==> config.mk <==
export PLATFORM = sky130hd
export DESIGN_NAME = result_accumulator
export DESIGN_NICKNAME = d
export VERILOG_FILES = /design/src/rtl/result_accumulator.sv
export SDC_FILE = /design/constraint.sdc
export NUM_CORES = 1
export LEC_CHECK = 0
export CORE_MARGIN = 3
export CORE_UTILIZATION = 55
export CTS_CLUSTER_DIAMETER = 50
export DETAILED_ROUTE_END_ITERATION = 8
export GPL_ROUTABILITY_DRIVEN = 0
export PLACE_DENSITY = 0.76
export SYNTH_ARGS = -nofsm -noshare
export SYNTH_HDL_FRONTEND = slang
export SYNTH_SLANG_ARGS = --single-unit
==> constraint.sdc <==
create_clock -name i_clk -period 3.5 [get_ports i_clk]
set_clock_uncertainty 0.05 [all_clocks]
set_input_delay 0.875 -clock i_clk [delete_from_list [all_inputs] [get_ports i_clk]]
set_output_delay 0.875 -clock i_clk [all_outputs]
set_load 0.01 [all_outputs]
==> src/rtl/result_accumulator.sv <==
// Running signed fixed-point accumulator with a sequential int-to-float converter.
// Build with SATURATE_EN defined to clamp the accumulator on overflow instead of wrapping.
module result_accumulator #(
    parameter int CORDIC_DATA_WIDTH = 22,
    parameter int FRAC_BITS         = 16,
    parameter int ACC_WIDTH         = 32,
    parameter int FLT_DATA_WIDTH    = 32,
    parameter int N_WIDTH           = 2
) (
    input  logic                         i_clk,
    input  logic                         i_rst,
    input  logic                         i_clk_en,
    input  logic                         i_start,
    input  logic [N_WIDTH-1:0]           i_n,
    input  logic                         i_in_valid,
    input  logic [CORDIC_DATA_WIDTH-1:0] i_in_data,
    output logic [FLT_DATA_WIDTH-1:0]    o_result,
    output logic                         o_done,
    output logic                         o_busy,
    output logic                         o_armed,
    output logic                         o_overflow
);

    localparam int MSB  = ACC_WIDTH - 1;
    localparam int SH_W = $clog2(ACC_WIDTH);

    localparam logic [2:0] S_IDLE = 3'd0;
    localparam logic [2:0] S_LOAD = 3'd1;
    localparam logic [2:0] S_NORM = 3'd2;
    localparam logic [2:0] S_PACK = 3'd3;
    localparam logic [2:0] S_DONE = 3'd4;

    localparam logic [N_WIDTH-1:0] CMD_CLEAR = N_WIDTH'(0);
    localparam logic [N_WIDTH-1:0] CMD_GO    = N_WIDTH'(1);
    localparam logic [N_WIDTH-1:0] CMD_READ  = N_WIDTH'(2);

    localparam logic [7:0] EXP_BASE = 8'(127 + ACC_WIDTH - 1 - FRAC_BITS);

    logic [2:0]                  r_state;
    logic [ACC_WIDTH-1:0]        r_acc;
    logic [ACC_WIDTH-1:0]        r_snapshot;
    logic [ACC_WIDTH-1:0]        r_mag;
    logic [SH_W-1:0]             r_sh;
    logic                        r_sign;
    logic                        r_armed;
    logic                        r_overflow;
    logic [FLT_DATA_WIDTH-1:0]   r_result;

    logic                        w_accept;
    logic                        w_clear;
    logic                        w_add;
    logic [ACC_WIDTH-1:0]        w_ext;
    logic [ACC_WIDTH-1:0]        w_sum;
    logic                        w_ovf;
    logic [ACC_WIDTH-1:0]        w_next_acc;
    logic [ACC_WIDTH-1:0]        w_abs;
    logic [7:0]                  w_exp;
    logic [22:0]                 w_mant;

    assign w_accept = i_start && (r_state == S_IDLE);
    assign w_clear  = w_accept && (i_n == CMD_CLEAR);
    assign w_add    = r_armed && i_in_valid;
    assign w_ext    = {{(ACC_WIDTH - CORDIC_DATA_WIDTH){i_in_data[CORDIC_DATA_WIDTH-1]}}, i_in_data};
    assign w_sum    = r_acc + w_ext;
    assign w_ovf    = (r_acc[MSB] == w_ext[MSB]) && (w_sum[MSB] != r_acc[MSB]);

`ifdef SATURATE_EN
    assign w_next_acc = !w_ovf     ? w_sum :
                        r_acc[MSB] ? {1'b1, {MSB{1'b0}}} :
                                     {1'b0, {MSB{1'b1}}};
`else
    assign w_next_acc = w_sum;
`endif

    // Magnitude is taken as unsigned so the most negative value maps to 2^(ACC_WIDTH-1).
    assign w_abs  = r_snapshot[MSB] ? (~r_snapshot + ACC_WIDTH'(1)) : r_snapshot;
    assign w_exp  = EXP_BASE - {{(8 - SH_W){1'b0}}, r_sh};
    assign w_mant = r_mag[ACC_WIDTH-2 -: 23];

    always_ff @(posedge i_clk) begin
        if (i_rst) begin
            r_acc      <= '0;
            r_overflow <= 1'b0;
            r_armed    <= 1'b0;
        end else if (i_clk_en) begin
            if (w_clear) begin
                r_acc      <= '0;
                r_overflow <= 1'b0;
            end else if (w_add) begin
                r_acc <= w_next_acc;
                if (w_ovf) begin
                    r_overflow <= 1'b1;
                end
            end
            if (w_accept && (i_n == CMD_GO)) begin
                r_armed <= 1'b1;
            end
        end
    end

    // NORM runs exactly sh cycles: LOAD skips it when the magnitude is already normalised.
    always_ff @(posedge i_clk) begin
        if (i_rst) begin
            r_state    <= S_IDLE;
            r_snapshot <= '0;
            r_mag      <= '0;
            r_sh       <= '0;
            r_sign     <= 1'b0;
            r_result   <= '0;
        end else if (i_clk_en) begin
            case (r_state)
                S_IDLE: begin
                    if (w_accept && (i_n == CMD_READ)) begin
                        r_snapshot <= r_acc;
                        r_state    <= S_LOAD;
                    end
                end
                S_LOAD: begin
                    r_sign <= r_snapshot[MSB];
                    r_mag  <= w_abs;
                    r_sh   <= '0;
                    if (r_snapshot == '0) begin
                        r_result <= '0;
                        r_state  <= S_DONE;
                    end else if (w_abs[MSB]) begin
                        r_state <= S_PACK;
                    end else begin
                        r_state <= S_NORM;
                    end
                end
                S_NORM: begin
                    r_mag <= r_mag << 1;
                    r_sh  <= r_sh + SH_W'(1);
                    if (r_mag[MSB-1]) begin
                        r_state <= S_PACK;
                    end
                end
                S_PACK: begin
                    r_result <= FLT_DATA_WIDTH'({r_sign, w_exp, w_mant});
                    r_state  <= S_DONE;
                end
                S_DONE: begin
                    r_state <= S_IDLE;
                end
                default: begin
                    r_state <= S_IDLE;
                end
            endcase
        end
    end

    assign o_result   = r_result;
    assign o_done     = (r_state == S_DONE);
    assign o_busy     = (r_state != S_IDLE);
    assign o_armed    = r_armed;
    assign o_overflow = r_overflow;

endmodule

==> results of run 1 <==
[sequential cells by signal (all words and copies together), names as in the netlist, 3 cells and up]
signal,cells
r_sh,5
o_result,32
r_acc,32
r_mag,31
r_state,3
r_snapshot,32
[cell type report]
| class | count | area (µm²) | share of cell area |
|---|---|---|---|
| sequential | 138 | 2760 | 0.299 |
| multi-input combinational | 709 | 4450 | 0.481 |
| clock buffer | 17 | 425 | 0.0460 |
| timing repair buffer | 131 | 1180 | 0.127 |
| clock inverter | 15 | 178 | 0.0192 |
| tap | 172 | 215 | 0.0233 |
| inverter | 11 | 41.3 | 0.00447 |
[synthesized netlist by cell type (4+ instances only)]
| cell | instances |
|---|---|
| sky130_fd_sc_hd__a21o_1 | 6 |
| sky130_fd_sc_hd__ha_1 | 33 |
| sky130_fd_sc_hd__o21a_1 | 4 |
| sky130_fd_sc_hd__nor3b_1 | 5 |
| sky130_fd_sc_hd__o21ai_0 | 40 |
| sky130_fd_sc_hd__or4_1 | 4 |
| sky130_fd_sc_hd__nor2b_1 | 6 |
| sky130_fd_sc_hd__a22oi_2 | 26 |
| sky130_fd_sc_hd__a21oi_1 | 101 |
| sky130_fd_sc_hd__a21boi_0 | 4 |
| sky130_fd_sc_hd__buf_1 | 4 |
| sky130_fd_sc_hd__inv_1 | 11 |
| sky130_fd_sc_hd__xor2_1 | 40 |
| sky130_fd_sc_hd__o22ai_1 | 7 |
| sky130_fd_sc_hd__o211ai_1 | 10 |
| sky130_fd_sc_hd__dfxtp_1 | 138 |
| sky130_fd_sc_hd__a22oi_1 | 18 |
| sky130_fd_sc_hd__and2_1 | 8 |
| sky130_fd_sc_hd__nand3_1 | 12 |
| sky130_fd_sc_hd__nor2_1 | 118 |
| sky130_fd_sc_hd__a211o_1 | 4 |
| sky130_fd_sc_hd__a31oi_1 | 7 |
| sky130_fd_sc_hd__o41ai_1 | 5 |
| sky130_fd_sc_hd__nand2_1 | 116 |
| sky130_fd_sc_hd__nand2b_1 | 4 |
| sky130_fd_sc_hd__or2_2 | 4 |
| sky130_fd_sc_hd__and3_1 | 12 |
| sky130_fd_sc_hd__a211oi_1 | 19 |
| sky130_fd_sc_hd__xnor2_1 | 19 |
| sky130_fd_sc_hd__nand4_1 | 5 |
| sky130_fd_sc_hd__nor3_1 | 11 |
| sky130_fd_sc_hd__o31ai_1 | 10 |
| sky130_fd_sc_hd__buf_6 | 4 |
| sky130_fd_sc_hd__or3_1 | 11 |
| sky130_fd_sc_hd__clkbuf_1 | 52 |
[worst max-delay path: cells and delay by family]
family | cells | cell delay (ns)
compound gates | 7 | 1.56
fa+ha+maj | 1 | 0.34
simple gates | 1 | 0.08
buf+inv | 3 | 0.79
[where the power goes]
part	internal (W)	leakage (nW)	switching, W
clock	0.00112	0.281	0.000697
sequential	0.00157	1.11	0.00000477
combinational	0.000100	2.23	0.000120
total	0.00279	3.62	0.000822
[per-stage QoR]
step	TNS [ns]	cells	instance area, µm²
final	0	1193	9250
after global routing	-0.0122	1193	9250
after CTS	0	1192	9210
after detailed placement	-2.65	1160	8610
after global placement	-1.76	1160	8610
after floorplan	0	919	7470
[cells by family (layout without fill, tap and decap cells)]
kind of cell	after synthesis	in the layout	share of synthesized area
simple gates	326	326	0.197
flops	138	138	0.370
xor+xnor	59	59	0.0692
mux	2	2	0.00268
buf+inv	72	174	0.0404
fa+ha+maj	34	34	0.0579
compound gates	288	288	0.263
[what timing repair did]
action,4_1_cts,5_1_grt
resized for setup,0,7
endpoints found under the setup margin,0,6
hold buffers,0,0
buffers inserted,0,1
[worst paths after layout]
kind            startpoint          to  slack, ns  cells past startpoint
max reg2reg  r_snapshot[0]   r_mag[25]       0.19                      8
min               r_mag[0]    r_mag[0]       0.40                      2
max           i_in_data[1]  o_overflow       0.11                     12
min reg2reg       r_mag[0]    r_mag[0]       0.40                      2
[routing by layer]
layer  up-vias  track usage  part of all wire  wire [µm]
met5         -            0                 0          0
met4         0       0.0903             0.018        317
met3        26       0.0442             0.047        827
met2       167        0.374              0.45       7980
met1      3159        0.334              0.48       8450
li1       3499            -                 -          -
==> results summary, run 1 <==
The library cell used most frequently in the layout, excluding fill and tap cells, is sky130_fd_sc_hd__dfxtp_1. The delay of the slowest critical-path stage came out at 0.45 ns. The synthesis-to-layout area growth is 23.7%. The number of synthesized flops with an enable pin came out at 0. Among the stages of the critical path, the cell type that occurs most often is sky130_fd_sc_hd__buf_4. The net count of the mapped netlist is 982. CTS placed an instance of sky130_fd_sc_hd__clkbuf_16 at the clock tree root. The wire length of the first global-routing pass is 29400 µm. The max-cap violation count came out at 0.

The number of global-route vias before repair was 6157. The initial utilization of the core area, before any placement, comes to 0.578. For this run, the total global-route usage over all layers was measured as 0.241.

In this run the remaining antenna-violating nets after routing total 0. The power density relative to cell area is 391 nW/µm². The worst setup path is captured at a register. In the layout the commonest cells are 138 x sky130_fd_sc_hd__dfxtp_1, 118 x sky130_fd_sc_hd__nor2_1, 116 x sky130_fd_sc_hd__nand2_1, 100 x sky130_fd_sc_hd__a21oi_1, 65 x sky130_fd_sc_hd__buf_4.

The maximum operating frequency came out at 0.295 GHz. The post-synthesis sequential element count came out at 138. Power comes to 0.00361 W. The fraction of the yosys area taken by sequential cells is 0.370. The port buffer count is 64. The total number of yosys warnings is 0. The total length of routed wires is 17600 µm. Entering global routing, the biggest net connects 58 pins. In the synthesized netlist, the number of instances is 919.

The clock sink count is 138. The fraction of layout instances using a drive strength above 1 came out at 0.140. The post-synthesis cell area is 7470 µm². The flow ran to the end, and the final reports show no timing, DRC or antenna violations. Ranked by total cell area, the synthesized netlist is headed by sky130_fd_sc_hd__dfxtp_1 37%, sky130_fd_sc_hd__a21oi_1 6.8%, sky130_fd_sc_hd__nor2_1 5.9%. For this run, the detailed router's first-pass iteration total came to 6. The worst slew margin relative to its limit came out at 0.290. The final critical-path required period came out at 3.39 ns. The required arrival time at the worst endpoint is 3.76 ns. The leakage power is 3.62 nW. The slew at the pin with the worst max-slew slack came out at 1.06 ns. The DRC violation total after the first TritonRoute iteration is 434. The worst setup path is of the input port to register kind. The maximum fanout along the worst path came out at 5. The insertion delay to the later sink of the worst-skew pair is 0.42 ns. After detailed routing, the number of remaining DRC violations is 0. The clock tree from TritonCTS is yes.

The number of fill cells came out at 1061. The signal on the critical path passes through clkdlybuf4s50_1, ha_1, a211oi_2, o211ai_1, a31o_2, a311oi_1, buf_4, o21ai_0, buf_4, a21oi_1, nor2b_1, a221o_1. The number of core rows came out at 41. The minimum setup slack in the final design came out at 0.105 ns. The total inserted antenna cells is 0. After floorplanning, the core was sized to cover 12900 µm². The number of hold-slack violations in the final timing report is 0. The per-cell routed wire length came out at 14.7 µm.

The smallest hold slack came out at 0.404 ns. The pre-CTS worst setup slack is -0.418 ns. The floorplan step set the die width to 123 µm. The height of the die came out at 123 µm.

The startpoint type of the worst setup path is an input port. The number of pins exceeding their max-slew limit in the final report came out at 0. The area enclosed by the die boundary came out at 15000 µm². After clock tree synthesis, the clock-pin slew on the worst setup and hold paths is 0.06 ns. Of the post-synthesis cell area, the dominant cell type holds 0.370. At the end of the flow the core is filled with cells to 0.715. The worst voltage drop across the vdd grid is 0.361 mV. The total CTS buffers came out at 17. The sum of net half-perimeters after detailed placement is 12500 µm. The endpoint arrival time on the critical path came out at 3.66 ns. In the finished design, the share of the clock period the worst path needs comes to 0.970. The number of setup violations in the final report came out at 0. The synthesized area per cell came out at 8.13 µm². The initial antenna violation count is 0. The maximum clock insertion buffer count came out at 2. The largest individual stage delay along the critical path comes from the cell sky130_fd_sc_hd__clkdlybuf4s50_1.

The tightest min-delay check is of the register to register type. The number of placed I/O pins is 65. The average via count per standard cell is 5.74.

The total overflow reported by the global router came out at 0. The share of async-settable or async-resettable flops after synthesis is 0. The final net count is 1071. The via count of the routed design came out at 6851.

The H-tree depth is 4. The most used flip-flop cell after synthesis is sky130_fd_sc_hd__dfxtp_1. The leading area contributor after synthesis is sky130_fd_sc_hd__dfxtp_1. The unique cell type count in the Yosys netlist is 61.
(Power assumes the default switching activity.)
==> run 2: changes to the inputs <==
--- a/config.mk
+++ b/config.mk
@@ -10,7 +10,9 @@
 export CTS_CLUSTER_DIAMETER = 50
 export DETAILED_ROUTE_END_ITERATION = 8
 export GPL_ROUTABILITY_DRIVEN = 0
-export PLACE_DENSITY = 0.76
+export MAX_ROUTING_LAYER = met4
+export PLACE_DENSITY = 0.84
+export RECOVER_POWER = 25
 export SYNTH_ARGS = -nofsm -noshare
 export SYNTH_HDL_FRONTEND = slang
 export SYNTH_SLANG_ARGS = --single-unit
==> run 2 against run 1 <==
- fmax rose by 0.47%
- largest power group unchanged
- critical endpoint is now r_acc[26]
- global-route usage rose by 0.87 points
- critical path depth fell by 1
- sequential cell count did not move
- utilization fell by 0.94 points
==> results summary, run 2 (synthesis results as in run 1) <==
The flow ran to the end, and the final reports show no timing, DRC or antenna violations. The required arrival time at the worst endpoint came to 3.76 ns (about the same). The final standard cell count with taps included and fillers excluded came out at 1181 (-1.0%).

The total routed wire length on the met1 layer came out at 8200 µm (-3.0%). The number of hold buffers added after cts is 0 (unchanged). The worst hold path belongs to the class register to register.

The worst slew margin relative to its limit is 0.141 (-0.150). CTS placed an instance of sky130_fd_sc_hd__clkbuf_16 at the clock tree root. The antenna violation net count after detailed routing was 0 (unchanged). The number of core rows came to 41 (unchanged). The most critical setup path has its startpoint at i_in_data[0]. Routed signal wires occupy layers up through met4. The final design area excluding fillers is 9130 µm² (-1.3%). The smallest hold slack is 0.405 ns (+0.00135 ns). The hold path startpoint is r_mag[1]. The initial cell density of the core was 0.578 (unchanged). The number of setup violations in the final report is 0 (unchanged). The overall fraction of global-route tracks in use is 0.249 (+0.00868). The sum of net half-perimeters after detailed placement came out at 12300 µm (-1.7%).

The largest net degree at the start of global routing came out at 50 (-14%). The maximum clock insertion buffer count came out at 2 (unchanged). The total CTS buffers came out at 17 (unchanged). The endpoint class of the critical path is a register. The slowest stage of the critical path belongs to the cell sky130_fd_sc_hd__clkdlybuf4s50_1. Leaving out fill and tap cells, the most frequent cell in the layout is sky130_fd_sc_hd__dfxtp_1.

The detailed-routed wire length on met3 came out at 934 µm (+13%). The port buffer count came out at 64 (unchanged). The total length of routed wires is 17700 µm (+0.57%). The wire length of the first global-routing pass came out at 29600 µm (+0.82%). The maximum operating frequency came out at 0.296 GHz (+0.47%).

The detailed-router iteration count before antenna repair came out at 5 (-1). The worst voltage drop across the vdd grid is 0.325 mV (-10%). The final sum of negative setup slack is 0 ns (unchanged).

The delay of the slowest critical-path stage came out at 0.40 ns (-0.05 ns). The critical path goes through clkdlybuf4s50_1, ha_1, fa_1, a21o_1, a31o_2, nand2_1, o311ai_0, o21ai_0, a21boi_0, or3_1, a32o_1. The core footprint is 12900 µm² (unchanged). The H-tree depth is 4 (unchanged). The power density relative to cell area is 396 nW/µm² (+1.3%). The initial antenna violation count came to 0 (unchanged). The number of placed instances, taps included came out at 1150 (-0.86%). The via count of the routed design is 6822 (-0.42%). The endpoint arrival time on the critical path came to 3.64 ns (-0.02 ns). The final net count came out at 1060 (-1.0%).

In the layout the commonest cells are 138 x sky130_fd_sc_hd__dfxtp_1, 118 x sky130_fd_sc_hd__nor2_1, 116 x sky130_fd_sc_hd__nand2_1, 101 x sky130_fd_sc_hd__a21oi_1, 56 x sky130_fd_sc_hd__clkdlybuf4s50_1. The post-place instance area came out at 8520 µm² (-1.0%). The insertion delay to the later sink of the worst-skew pair is 0.41 ns (about the same). The critical setup path kind is input port to register.

The number of pins exceeding their max-slew limit in the final report is 0 (unchanged). The number of global-route vias before repair came out at 6178 (+0.34%). The total inserted antenna cells came to 0 (unchanged). The chip width is 123 µm (unchanged). The post-detailed-route DRC marker count is 0 (unchanged).

The area enclosed by the die boundary came out at 15000 µm² (unchanged). Setup repair after global routing left no endpoint under its margin. The startpoint type of the worst setup path is an input port. The leakage power came to 3.57 nW (-1.4%). The slew at the pin with the worst max-slew slack was 1.29 ns (+0.228 ns). The synthesis-to-layout area growth came out at 22.1%. The final critical-path required period is 3.38 ns (-0.0160 ns). The height of the die came to 123 µm (unchanged).

The maximum fanout along the worst path came to 2 (-3). The total overflow reported by the global router is 0 (unchanged). The startpoint identified for the worst register-to-register timing path is r_snapshot[1]. The number of hold-slack violations in the final timing report came to 0 (unchanged). The DRC violation total after the first TritonRoute iteration came to 575 (+32%). The final cycle utilization of the critical path is 0.965 (-0.00458).

The max-cap violation count came out at 0 (unchanged). The clock sink count is 138 (unchanged). The length of routed met2 wiring came out at 8320 µm (+4.2%). The clock input transition at the sequential cells of the worst setup and hold paths is 0.06 ns (about the same). The number of placed I/O pins came out at 65 (unchanged). The average via count per standard cell is 5.78 (+0.59%). The per-cell routed wire length came out at 15.0 µm (+1.6%). The fraction of layout instances using a drive strength above 1 is 0.123 (-0.0172).

The clock tree from TritonCTS is yes.
## run 2: area by class of cell
| cell class | instances | area (µm²) |
|---|---|---|
| clock buffers | 18 | 429 |
| flip-flops and latches | 138 | 2760 |
| clock inverters | 13 | 178 |
| multi-input cells | 709 | 4430 |
| inverters | 11 | 41.3 |
| fillers | 1033 | 3800 |
| well taps | 172 | 215 |
| repair buffers | 120 | 1070 |
## run 2: worst paths after layout
kind | end | slack [ns] | depth (start not counted)
max | r_acc[26] | 0.12 | 11
min | r_mag[1] | 0.41 | 2
max reg2reg | o_result[11] | 0.28 | 10
min reg2reg | r_mag[1] | 0.41 | 2
## run 2: report_power, final
| part | internal, W | switching [W] | total (W) |
|---|---|---|---|
| Combinational | 0.0000947 | 0.000119 | 0.000213 |
| Clock | 0.00118 | 0.000638 | 0.00182 |
| Sequential | 0.00158 | 0.00000481 | 0.00158 |
| Total | 0.00285 | 0.000762 | 0.00361 |
## run 2: worst max-delay path, delay by kind of cell
kind	cells	cell delay, ns
AOI/OAI and AO/OA	6	1.33
adders and majority gates	2	0.62
buffers and inverters	1	0.40
and+or+nand+nor	2	0.40
## run 2: per-layer routing
layer,up-vias,track usage
met3,26,0.0396
met2,190,0.394
met1,3153,0.329
li1,3453,-
met4,0,0.0819
met5,-,-
## run 2: timing repair
item,CTS,global route
buffers inserted,0,0
endpoints found under the setup margin,0,5
gates resized for setup,0,3
## run 2: stage by stage
step                setup WS, ns  power (W)   util
detailed placement        -0.350    0.00182  0.659
global route              0.0294    0.00372  0.706
floorplan                  0.192    0.00174      -
CTS                       0.0730    0.00363  0.706
global placement          -0.288    0.00182  0.659
finish                     0.121    0.00361  0.706
